`src/rtl/coffee_pkg.sv`:
```
`default_nettype none
// ============================================================================
//  Module      : coffee_pkg
//  Description : Shared definitions for the coffee vending controller.
//                Covers the FSM state encoding, coin values in 10-peso
//                units and the change-dispenser coin codes.
//  Ports       : none (package)
//  Revision    : 1.0 - initial release
// ============================================================================
package coffee_pkg;

    typedef enum logic [1:0] {
        ST_IDLE   = 2'd0,
        ST_CREDIT = 2'd1,
        ST_BREW   = 2'd2,
        ST_CHANGE = 2'd3
    } state_t;

    // Coin values, in 10-peso units
    localparam logic [3:0] c_val_t = 4'd1;
    localparam logic [3:0] c_val_w = 4'd2;
    localparam logic [3:0] c_val_f = 4'd5;

    // Change dispenser coin codes
    localparam logic [1:0] c_code_none = 2'b00;
    localparam logic [1:0] c_code_t    = 2'b01;
    localparam logic [1:0] c_code_w    = 2'b10;
    localparam logic [1:0] c_code_f    = 2'b11;

endpackage : coffee_pkg
`default_nettype wire

```
`src/rtl/change_picker.sv`:
```
`default_nettype none
// ============================================================================
//  Module      : change_picker
//  Description : Greedy change-coin choice for a remaining credit. Picks
//                the largest coin not exceeding the credit and reports both
//                its dispenser code and its value.
//  Ports       : credit    in  4  remaining credit (10-peso units)
//                coin_code out 2  dispenser code (00 when credit is 0)
//                coin_val  out 4  value of that coin (10-peso units)
//  Revision    : 1.0 - initial release
// ============================================================================
module change_picker
    import coffee_pkg::*;
(
    input  logic [3:0] credit,
    output logic [1:0] coin_code,
    output logic [3:0] coin_val
);

    always_comb begin
        coin_code = c_code_none;
        coin_val  = 4'd0;
        if (credit >= c_val_f) begin
            coin_code = c_code_f;
            coin_val  = c_val_f;
        end else if (credit >= c_val_w) begin
            coin_code = c_code_w;
            coin_val  = c_val_w;
        end else if (credit >= c_val_t) begin
            coin_code = c_code_t;
            coin_val  = c_val_t;
        end
    end

endmodule : change_picker
`default_nettype wire

```
`src/rtl/coffee_vend_ctrl.sv`:
```
`default_nettype none
// ============================================================================
//  Module      : coffee_vend_ctrl
//  Description : Coffee vending controller. Accumulates coin credit,
//                validates a two-way selection against its price, runs the
//                brew request/done handshake and pays change greedily over
//                a valid/ready handshake.
//  Ports       : clk, rst_n               clock, async active-low reset
//                coin_t/coin_w/coin_f     10/20/50-peso coin pulses
//                sel_valid, sel           selection strobe and choice
//                cancel                   refund request pulse
//                brew_done                brew unit finished pulse
//                chg_ready                dispenser accepts offered coin
//                brew_req, brew_sel       brew request and latched choice
//                chg_valid, chg_coin      change coin offer and its code
//                credit                   current credit (10-peso units)
//                coin_reject, sel_reject  one-cycle refusal pulses
//                busy                     high while brewing or paying
//  Revision    : 1.0 - initial release
// ============================================================================
module coffee_vend_ctrl
    import coffee_pkg::*;
#(
    parameter int PRICE0     = 3,
    parameter int PRICE1     = 4,
    parameter int MAX_CREDIT = 9
) (
    input  logic       clk,
    input  logic       rst_n,
    input  logic       coin_t,
    input  logic       coin_w,
    input  logic       coin_f,
    input  logic       sel_valid,
    input  logic       sel,
    input  logic       cancel,
    input  logic       brew_done,
    input  logic       chg_ready,
    output logic       brew_req,
    output logic       brew_sel,
    output logic       chg_valid,
    output logic [1:0] chg_coin,
    output logic [3:0] credit,
    output logic       coin_reject,
    output logic       sel_reject,
    output logic       busy
);

    state_t     r_state;
    logic [3:0] r_credit;
    logic       r_brew_sel;
    logic       r_coin_reject;
    logic       r_sel_reject;

    logic [1:0] w_coin_cnt;
    logic       w_coin_any;
    logic [3:0] w_coin_val;
    logic [4:0] w_sum;
    logic [3:0] w_price;
    logic       w_cancel_take;
    logic       w_sel_take;
    logic       w_coin_take;
    logic [1:0] w_chg_code;
    logic [3:0] w_chg_val;

    change_picker u_picker (
        .credit    (r_credit),
        .coin_code (w_chg_code),
        .coin_val  (w_chg_val)
    );

    assign w_coin_cnt = {1'b0, coin_t} + {1'b0, coin_w} + {1'b0, coin_f};
    assign w_coin_any = coin_t | coin_w | coin_f;

    always_comb begin
        w_coin_val = 4'd0;
        if (coin_f)      w_coin_val = c_val_f;
        else if (coin_w) w_coin_val = c_val_w;
        else if (coin_t) w_coin_val = c_val_t;
    end

    // One extra bit so an overflowing sum is still compared correctly
    assign w_sum   = {1'b0, r_credit} + {1'b0, w_coin_val};
    assign w_price = sel ? 4'(PRICE1) : 4'(PRICE0);

    // cancel outranks selection, which outranks coins
    assign w_cancel_take = (r_state == ST_CREDIT) && cancel;
    assign w_sel_take    = (r_state == ST_CREDIT) && sel_valid && !cancel
                           && (r_credit >= w_price);
    assign w_coin_take   = ((r_state == ST_IDLE) || (r_state == ST_CREDIT))
                           && !w_cancel_take && !w_sel_take
                           && (w_coin_cnt == 2'd1)
                           && (w_sum <= 5'(MAX_CREDIT));

    always_ff @(posedge clk or negedge rst_n) begin
        if (!rst_n) begin
            r_state       <= ST_IDLE;
            r_credit      <= 4'd0;
            r_brew_sel    <= 1'b0;
            r_coin_reject <= 1'b0;
            r_sel_reject  <= 1'b0;
        end else begin
            r_coin_reject <= w_coin_any && !w_coin_take;
            r_sel_reject  <= sel_valid && !w_sel_take;
            case (r_state)
                ST_IDLE, ST_CREDIT: begin
                    if (w_cancel_take) begin
                        // CREDIT always holds a non-zero credit here
                        r_state <= ST_CHANGE;
                    end else if (w_sel_take) begin
                        r_credit   <= r_credit - w_price;
                        r_brew_sel <= sel;
                        r_state    <= ST_BREW;
                    end else if (w_coin_take) begin
                        r_credit <= w_sum[3:0];
                        r_state  <= ST_CREDIT;
                    end
                end
                ST_BREW: begin
                    if (brew_done) begin
                        r_state <= (r_credit != 4'd0) ? ST_CHANGE : ST_IDLE;
                    end
                end
                ST_CHANGE: begin
                    if (chg_ready) begin
                        r_credit <= r_credit - w_chg_val;
                        if (r_credit == w_chg_val) begin
                            r_state <= ST_IDLE;
                        end
                    end
                end
                default: r_state <= ST_IDLE;
            endcase
        end
    end

    // Handshake outputs are decoded from the state register so the async
    // reset removes them without waiting for a clock edge.
    assign brew_req    = (r_state == ST_BREW);
    assign chg_valid   = (r_state == ST_CHANGE);
    assign busy        = (r_state == ST_BREW) || (r_state == ST_CHANGE);
    assign chg_coin    = chg_valid ? w_chg_code : c_code_none;
    assign credit      = r_credit;
    assign brew_sel    = r_brew_sel;
    assign coin_reject = r_coin_reject;
    assign sel_reject  = r_sel_reject;

endmodule : coffee_vend_ctrl
`default_nettype wire

```
`config.mk`:
```
export PLATFORM = sky130hd
export DESIGN_NAME = coffee_vend_ctrl
export DESIGN_NICKNAME = d
export VERILOG_FILES = /design/src/rtl/coffee_pkg.sv /design/src/rtl/change_picker.sv /design/src/rtl/coffee_vend_ctrl.sv
export SDC_FILE = /design/constraint.sdc
export NUM_CORES = 1
export LEC_CHECK = 0
export CORE_AREA = 4 4 56 48
export CTS_CLUSTER_SIZE = 8
export DETAILED_ROUTE_END_ITERATION = 12
export DIE_AREA = 0 0 60 52
export GPL_ROUTABILITY_DRIVEN = 0
export PLACE_DENSITY = 0.88
export SKIP_LAST_GASP = 1
export SLEW_MARGIN = 20
export SYNTH_ARGS = -nofsm -noshare
export SYNTH_HDL_FRONTEND = slang
export SYNTH_HIERARCHICAL = 1
export SYNTH_SLANG_ARGS = --single-unit
export TNS_END_PERCENT = 20
```
`constraint.sdc`:
```
create_clock -name clk -period 4.1 [get_ports clk]
set_input_delay 0.41 -clock clk [delete_from_list [all_inputs] [get_ports clk]]
set_output_delay 0.41 -clock clk [all_outputs]
set_load 0.01 [all_outputs]
```
# == Word-level counts from Yosys, hierarchy flattened ==
# Index checks and enable logic that the tools add are counted.
# classes
addsub,5
n_lt_le_gt_ge,5
n_eq_ne,11
muxes,24
bitwise_logic,3
n_reduce_logical,23
# ops
cell,count
two-way mux 4 bit,7
two-way mux 2 bit,11
logical AND 1 bit,10
case mux 4 bit (2 select lines),1
AND reduction 4 bit,2
!= test 2 bit (second input constant),3
case mux 2 bit (3 select lines),1
adder 4 x 4 -> 5 bit,1
less-or-equal comparator 5 x 4 -> 1 bit (second input constant),1
== test 2 x 1 -> 1 bit (second input constant),2
== test 2 bit (second input constant),2
== test 4 bit,1
>= comparator 4 x 1 -> 1 bit (second input constant),1
>= comparator 4 x 2 -> 1 bit (second input constant),1
>= comparator 4 x 3 -> 1 bit,1
>= comparator 4 x 3 -> 1 bit (second input constant),1
zero test 1 bit,4
!= test 4 bit (second input constant),1
nonzero test 4 bit,1
subtractor 4 x 3 -> 4 bit,1
subtractor 4 bit,1
two-way mux 1 bit,3
two-way mux 3 bit,1
!= test 3 bit (second input constant),1
10 further kinds,12
# word_totals
reg_bits,9
in_bits,10
out_inout_bits,12
elab_cells,76

# == Longest topological paths before layout ==
# Gate-level depths: netlist of run 1.
# depth
depth_word,12
ltp_mapped,11

# == By module ==
# The synthesis of run 1 kept the hierarchy.
# modules_own_cells
mod,n_inst,cells_per_inst,area_each_um2,seq_area_each_um2
coffee_vend_ctrl,1,113,964.7,225.2
change_picker,1,10,72.6,0.0

# == Worst setup path after synthesis of run 1 ==
# Ideal clock, no wire load.
# synth_timing
path_type,input-to-reg
start,input port coin_t
end,"register r_credit[3], in the netlist credit[3]"
arrival_time_ns,2.243
required_ns,3.977
slack_ns,1.735
path_stages,11
cell_sequence,inv_1 o21ai_0 ha_1 inv_1 fa_1 a21boi_0 a311o_2 o211ai_2 o31ai_4 o21ai_2 xnor2_1
# synth_via
elab_chain_cells,8
# synth_lines
element,line_no,text
start: declaration,coffee_vend_ctrl.sv:30,"input logic coin_t,"
two-way mux 1 bit,coffee_vend_ctrl.sv:78,else if (coin_t) w_coin_val = c_val_t;
two-way mux 2 bit,coffee_vend_ctrl.sv:77,else if (coin_w) w_coin_val = c_val_w;
two-way mux 4 bit,coffee_vend_ctrl.sv:76,if (coin_f) w_coin_val = c_val_f;
adder 4 x 4 -> 5 bit,coffee_vend_ctrl.sv:82,"assign w_sum = {1'b0, r_credit} + {1'b0, w_coin_val};"
less-or-equal comparator 5 x 4 -> 1 bit / two-way mux 4 bit (equally long branches),"coffee_vend_ctrl.sv:92, coffee_vend_ctrl.sv:113",
logical AND 1 bit / two-way mux 4 bit (equally long branches),"coffee_vend_ctrl.sv:92, coffee_vend_ctrl.sv:109",
!= test 3 bit (no source line) / two-way mux 4 bit (equally long branches),-,
AND reduction 4 bit (no source line) / case mux 4 bit (2 select lines) (equally long branches),-,
end signal: assignment,coffee_vend_ctrl.sv:110,r_credit <= r_credit - w_price;
end signal: assignment,coffee_vend_ctrl.sv:114,r_credit <= w_sum[3:0];
end signal: assignment,coffee_vend_ctrl.sv:125,r_credit <= r_credit - w_chg_val;
end: declaration,coffee_vend_ctrl.sv:49,logic [3:0] r_credit;
# Several ways; a longest one is shown, not always the timed one. The select of a mux whose other input is x is not followed.
# A chain may end at the register's enable or synchronous reset.

# == Worst setup path in the final report of run 1 ==
# layout_timing
start,input port sel
end,"register r_credit[0], in the netlist credit[0]"
# layout_via
elab_chain_cells,9
# layout_lines
element,line_no,text
start: declaration,coffee_vend_ctrl.sv:34,"input logic sel,"
two-way mux 3 bit *,coffee_vend_ctrl.sv:83,assign w_price = sel ? 4'(PRICE1) : 4'(PRICE0);
>= comparator 4 x 3 -> 1 bit,coffee_vend_ctrl.sv:88,&& (r_credit >= w_price);
logical AND 1 bit,coffee_vend_ctrl.sv:88,
zero test 1 bit,coffee_vend_ctrl.sv:90,&& !w_cancel_take && !w_sel_take
logical AND 1 bit,coffee_vend_ctrl.sv:90,
logical AND 1 bit,coffee_vend_ctrl.sv:91,&& (w_coin_cnt == 2'd1)
logical AND 1 bit,coffee_vend_ctrl.sv:92,&& (w_sum <= 5'(MAX_CREDIT));
!= test 3 bit (no source line),-,
AND reduction 4 bit (no source line),-,
# Mark *: on every way between the ends. The rest lies on a longest branch, timed or not. The select of a mux whose other input is x is not followed.

==> results of run 1 <==
-- Yosys cell counts (2+ instances only) --
master,n
inv_1,13
o21ai_0,12
a21oi_1,9
dfrtp_1,9
ha_1,9
nand2_1,8
fa_1,4
nor2_1,4
xnor2_1,4
nand3_1,3
nor2b_1,3
a211oi_1,2
a21boi_0,2
a21o_1,2
a31oi_1,2
and2_1,2
and3_1,2
buf_4,2
clkbuf_1,2
xor2_1,2
-- per-stage QoR --
stage | cells | util | setup WS (ns) | hold WS (ns) | power [mW]
6_report | 166 | 0.600 | 1.26 | 0.450 | 1.06
5_1_grt | 166 | 0.600 | 1.10 | 0.469 | 1.15
4_1_cts | 166 | 0.600 | 1.29 | 0.475 | 1.06
3_5_place_dp | 162 | 0.588 | 1.04 | 0.495 | 0.983
3_3_place_gp | 162 | 0.588 | 1.08 | 0.505 | 0.940
2_1_floorplan | 123 | - | 1.73 | 0.114 | 0.739
-- sequential cells by signal, indices dropped and copies added, names as in the netlist --
name / count
brew_sel: 1
coin_reject: 1
credit: 4
r_state: 2
sel_reject: 1
-- cells by family (layout without fill, tap and decap cells) --
group	Yosys count	in the layout	share of synthesized area
simple gates	33	33	0.181
xor+xnor	6	6	0.0507
mux	2	2	0.0205
flops	9	9	0.217
other cells	1	1	0.00362
fa+ha+maj	13	13	0.186
buf+inv	21	39	0.0929
compound gates	38	38	0.248
-- worst reg2reg max path, delay by kind of cell, from the launching register on --
kind | cells | cell delay (ns)
compound gates | 6 | 1.30
fa+ha+maj | 2 | 0.59
flops | 1 | 0.45
buf+inv | 2 | 0.19
-- layout make-up --
class                   instances  area, um^2  share of cell area
clock buffers                   4        26.3              0.0208
flip-flops and latches          9         225               0.179
inverters                      14        52.6              0.0417
multi-input cells              93         716               0.567
well taps                      25        31.3              0.0248
repair buffers                 21         210               0.167
-- final timing paths --
check | startpoint | end
worst max-delay path | sel | credit[0]
worst min-delay path | rst_n | credit[0]
worst max register to register | credit[0] | credit[0]
worst min register to register | brew_sel | brew_sel
max in group asynchronous | rst_n | brew_sel
min in group clk | brew_sel | brew_sel
-- where the power goes --
part	internal, mW	switching, mW	total [mW]	leakage (nW)
registers	0.125	0.0921	0.217	0.0998
logic	0.383	0.395	0.778	0.434
clock network	0.0375	0.0305	0.0680	0.0150
-- routing by layer --
metal / share of wire / GRT usage / up-vias
met2: 0.48 / 0.275 / 34
met1: 0.45 / 0.214 / 462
met5: 0 / 0 / -
met4: 0.023 / 0.0627 / 0
met3: 0.051 / 0.0248 / 7
li1: - / - / 467
==> flow_summary.json, run 1 <==
{
  "cts-resized-gates": 0,
  "avgSynthCellArea_um2": 8.43,
  "layout_worst_path_cycle_share": 0.692,
  "cts_root_buf": "clkbuf_4",
  "h-tree-depth": 1,
  "diodes": 0,
  "timing.critical_path.buf_inv": 3,
  "p_leak_nw": 0.548,
  "ys_warn_count": 6,
  "port_buffers": 21,
  "worst-r2r-cell-count": 10,
  "ir_drop_mv": 0.475,
  "crit_family": "compound AO/OA/AOI/OAI gates",
  "drive_above_1_share": 0.0993,
  "ys_seq_elements": 9,
  "n_fill_cell": 176,
  "io_pins": 22,
  "hold_viol_final": 0,
  "grt_max_degree": 14,
  "worstPathArrival_ns": 2.97,
  "fp-row-count": 15,
  "ys_async_sr_fraction": 1.00,
  "worstSkewPairLatency_ns": 0.26,
  "ant_nets": 0,
  "yosysSeqAreaShare": 0.217,
  "synthDominantCellAreaShare": 0.217,
  "final_nets": 165,
  "place_area_um2": 1230,
  "grt_pass1_vias": 872,
  "hold_path_class": "input pin to asynchronous set/reset pin",
  "die_x_um": 60,
  "synth_edf_count": 0,
  "cp.required_ns": 4.23,
  "outcome": "complete, no violations",
  "mostFrequentLayoutCells": "clkdlybuf4s50_1 (21), inv_1 (13), o21ai_0 (12)",
  "start_kind": "input pin",
  "synthesis.area_um2": 1040,
  "dpl.hpwl_um": 1940,
  "worstPathMaxFanout": 12,
  "grt_pass1_wl_um": 3880,
  "finalClockSkew_ns": 0.00339,
  "mostFrequentLayoutCell": "clkdlybuf4s50_1",
  "dr.pass1.iters": 4,
  "core-area_um2": 2100,
  "antenna_found_initial": 0,
  "power.density_nw_per_um2": 843,
  "path_clk_slew_ns": 0.06,
  "post_synth_num_cell_types": 47,
  "hold_buffers": 0,
  "drv_slew": 0,
  "vias_per_cell": 5.84,
  "crit_path_end_kind": "flop",
  "areaGrowthSynthToFinish_pct": 21.6,
  "die_y_um": 52,
  "syn-instance-count": 123,
  "fin_crit_ns": 2.84,
  "rsz0062_at_grt": "no",
  "ys.flop_type": "dfrtp_1",
  "track_usage": 0.166,
  "drtIter0Drc": 39,
  "slowest_delay_ns": 0.50,
  "slowest_stage": "clkdlybuf4s50_1",
  "stdcell_area_um2": 1260,
  "clkSinkCount": 9,
  "cts_buffers": 3,
  "path_cells": "clkdlybuf4s50_1 -> inv_1 -> ha_1 -> inv_1 -> fa_1 -> a211oi_1 -> a21oi_1 -> a21oi_1 -> o31ai_4 -> o211ai_1 -> o21ai_0",
  "cp.depth": 11,
  "post_cts_buffers": 0,
  "worstMarginPinSlew_ns": 0.836,
  "tns_ns": 0,
  "vias": 970,
  "cts_max_path_buffers": 2,
  "drt-total-wl_um": 2510,
  "start_util": 0.493,
  "syn-num-nets": 146,
  "yosysTopAreaCell": "dfrtp_1",
  "critPathKind": "input pin to flop",
  "cts_tree": "done",
  "max_slew_margin": 0.443,
  "remaining_drc_errors": 0,
  "fmaxAchievable_mhz": 353,
  "grt_overflow": 0,
  "maxCapViolations": 0,
  "setup_violations": 0,
  "die_area_um2": 3120,
  "wl_per_cell_um": 15.1,
  "reg2reg_slack_ns": 1.44,
  "yosys-top-cells-area": "dfrtp_1 (22%), ha_1 (11%), fa_1 (7.7%), o21ai_0 (5.8%), inv_1 (4.7%)"
}
No activity file was read; power rests on OpenSTA's default activity.
==> run 2, diff against run 1 <==
--- a/config.mk
+++ b/config.mk
@@ -5,12 +5,12 @@
 export SDC_FILE = /design/constraint.sdc
 export NUM_CORES = 1
 export LEC_CHECK = 0
-export CORE_AREA = 4 4 56 48
+export CORE_AREA = 4 4 59 50
 export CTS_CLUSTER_SIZE = 8
 export DETAILED_ROUTE_END_ITERATION = 12
-export DIE_AREA = 0 0 60 52
+export DIE_AREA = 0 0 63 54
 export GPL_ROUTABILITY_DRIVEN = 0
-export PLACE_DENSITY = 0.88
+export PLACE_DENSITY = 0.84
 export SKIP_LAST_GASP = 1
 export SLEW_MARGIN = 20
 export SYNTH_ARGS = -nofsm -noshare
==> constraint.sdc (replaced) <==
create_clock -name clk -period 2.4 [get_ports clk]
set_input_delay 0.24 -clock clk [delete_from_list [all_inputs] [get_ports clk]]
set_output_delay 0.24 -clock clk [all_outputs]
set_load 0.01 [all_outputs]
==> flow_summary.json, run 2 (same netlist as run 1, synthesis figures left out) <==
{
  "outcome": "complete, no violations",
  "wl_per_cell_um": 15.5,
  "start_util": 0.435,
  "areaGrowthSynthToFinish_pct": 37.8,
  "vias": 1083,
  "cts_tree": "done",
  "tns_ns": 0,
  "cts_max_path_buffers": 2,
  "drv_slew": 0,
  "cts_buffers": 3,
  "start_kind": "flop",
  "die_x_um": 63,
  "critPathKind": "flop to flop",
  "cts_root_buf": "clkbuf_4",
  "die_area_um2": 3400,
  "clkSinkCount": 9,
  "finalClockSkew_ns": 0.00231,
  "io_pins": 22,
  "final_nets": 184,
  "die_y_um": 54,
  "h-tree-depth": 1,
  "crit_family": "compound AO/OA/AOI/OAI gates",
  "antenna_found_initial": 0,
  "diodes": 0,
  "p_leak_nw": 0.640,
  "setup_violations": 0,
  "place_area_um2": 1340,
  "drt-total-wl_um": 2890,
  "ant_nets": 0,
  "cp.required_ns": 2.52,
  "power.density_nw_per_um2": 1450,
  "hold_ws_ns": 0.266,
  "mostFrequentLayoutCell": "buf_4",
  "startpoint": "credit[0]",
  "worstPathMaxFanout": 7,
  "seqCellArea_um2": 228,
  "remaining_drc_errors": 0,
  "track_usage": 0.187,
  "slowest_stage": "dfrtp_2",
  "fin_util": 0.600,
  "worstSkewPairLatency_ns": 0.27,
  "fin_crit_ns": 2.35,
  "n_fill_cell": 204,
  "maxCapViolations": 0,
  "core-area_um2": 2380,
  "dpl.hpwl_um": 2290,
  "worst-r2r-cell-count": 9,
  "path_clk_slew_ns": 0.06,
  "layout_worst_path_cycle_share": 0.979,
  "crit_path_end_kind": "flop",
  "mostFrequentLayoutCells": "buf_4 (19), clkdlybuf4s50_1 (18), inv_1 (10)",
  "hold_viol_final": 0,
  "fp-row-count": 16,
  "timing.rr.end": "credit[2]",
  "drive_above_1_share": 0.263,
  "rsz0062_at_grt": "yes",
  "grt_pass1_wl_um": 4920,
  "grt_pass1_vias": 1072,
  "port_buffers": 21,
  "dp.cells": 178,
  "multi_input_area_um2": 739,
  "vias_per_cell": 5.79,
  "ir_drop_mv": 0.754,
  "hold_buffers": 0,
  "drtIter0Drc": 38,
  "worstPathArrival_ns": 2.47,
  "stdcell_area_um2": 1430,
  "hold_path_class": "input pin to asynchronous set/reset pin",
  "fmaxAchievable_mhz": 426,
  "dr.pass1.iters": 4,
  "final_cells": 187,
  "r2r_start": "credit[0]",
  "grt_overflow": 0,
  "path_cells": "ha_2 -> inv_2 -> fa_1 -> a21boi_2 -> a311o_2 -> o211ai_4 -> o31ai_4 -> nor2_1 -> a31oi_1",
  "slowest_delay_ns": 0.44,
  "reg2reg_slack_ns": 0.05,
  "grt_max_degree": 14,
  "timing.critical_path.buf_inv": 1,
  "largest_register_ffs": 4
}
run 2: changes by cell type in the layout (fill, tap and decap cells not counted), sizes merged:
cell / delta
buf: +19
clkdlybuf4s50: -3
dlygate4sd2: +3
run 2: worst max-delay path by stage:
stage / endpoint / slack (ns) / depth (start not counted)
after floorplan: credit[3] / 0.10 / 8
after global placement: credit[3] / -0.29 / 12
after detailed placement: credit[2] / -0.44 / 12
after CTS: credit[3] / -0.004 / 10
after global routing: credit[0] / -0.03 / 9
final: credit[2] / 0.05 / 9
run 2: metal layers:
| metal | vias to the layer above | wire length [um] | GRT usage | part of all wire |
|---|---|---|---|---|
| met5 | - | 0 | 0 | 0 |
| met4 | 0 | 80 | 0.0952 | 0.028 |
| met3 | 11 | 181 | 0.0230 | 0.063 |
| met2 | 60 | 1500 | 0.370 | 0.52 |
| met1 | 511 | 1130 | 0.202 | 0.39 |
| li1 | 501 | - | - | - |
run 2: stage by stage:
stage	worst slack, ns	power, mW
global route	-0.0303	2.24
finish	0.0503	2.07
CTS	-0.00437	1.99
detailed placement	-0.440	1.81
floorplan	0.104	1.26
global placement	-0.293	1.71
run 2: power breakdown:
part           switching [mW]  internal [mW]  total, mW
Sequential              0.110          0.219      0.328
Combinational           0.823          0.800       1.62
Clock                  0.0583         0.0644      0.123
Total                   0.991           1.08       2.07
run 2: what timing repair did:
item / CTS / global route
buffers inserted: 4 / 1
pin swaps: 7 / 5
gates cloned: 0 / 0
endpoints found under the setup margin: 5 / 7
resized for setup: 10 / 8
run 2: cell type report:
cell class / instances / area share
clock buffer: 4 / 0.0184
inverter: 14 / 0.0368
multi-input combinational: 93 / 0.518
sequential: 9 / 0.159
tap: 27 / 0.0236
timing repair buffer: 40 / 0.244
run 2: worst register-to-register path, stage by stage (launching register included):
cell and delay [ns]:
dfrtp_2 0.44, ha_2 0.20, inv_2 0.06, fa_1 0.43, a21boi_2 0.17, a311o_2 0.38
o211ai_4 0.22, o31ai_4 0.11, nor2_1 0.13, a31oi_1 0.07
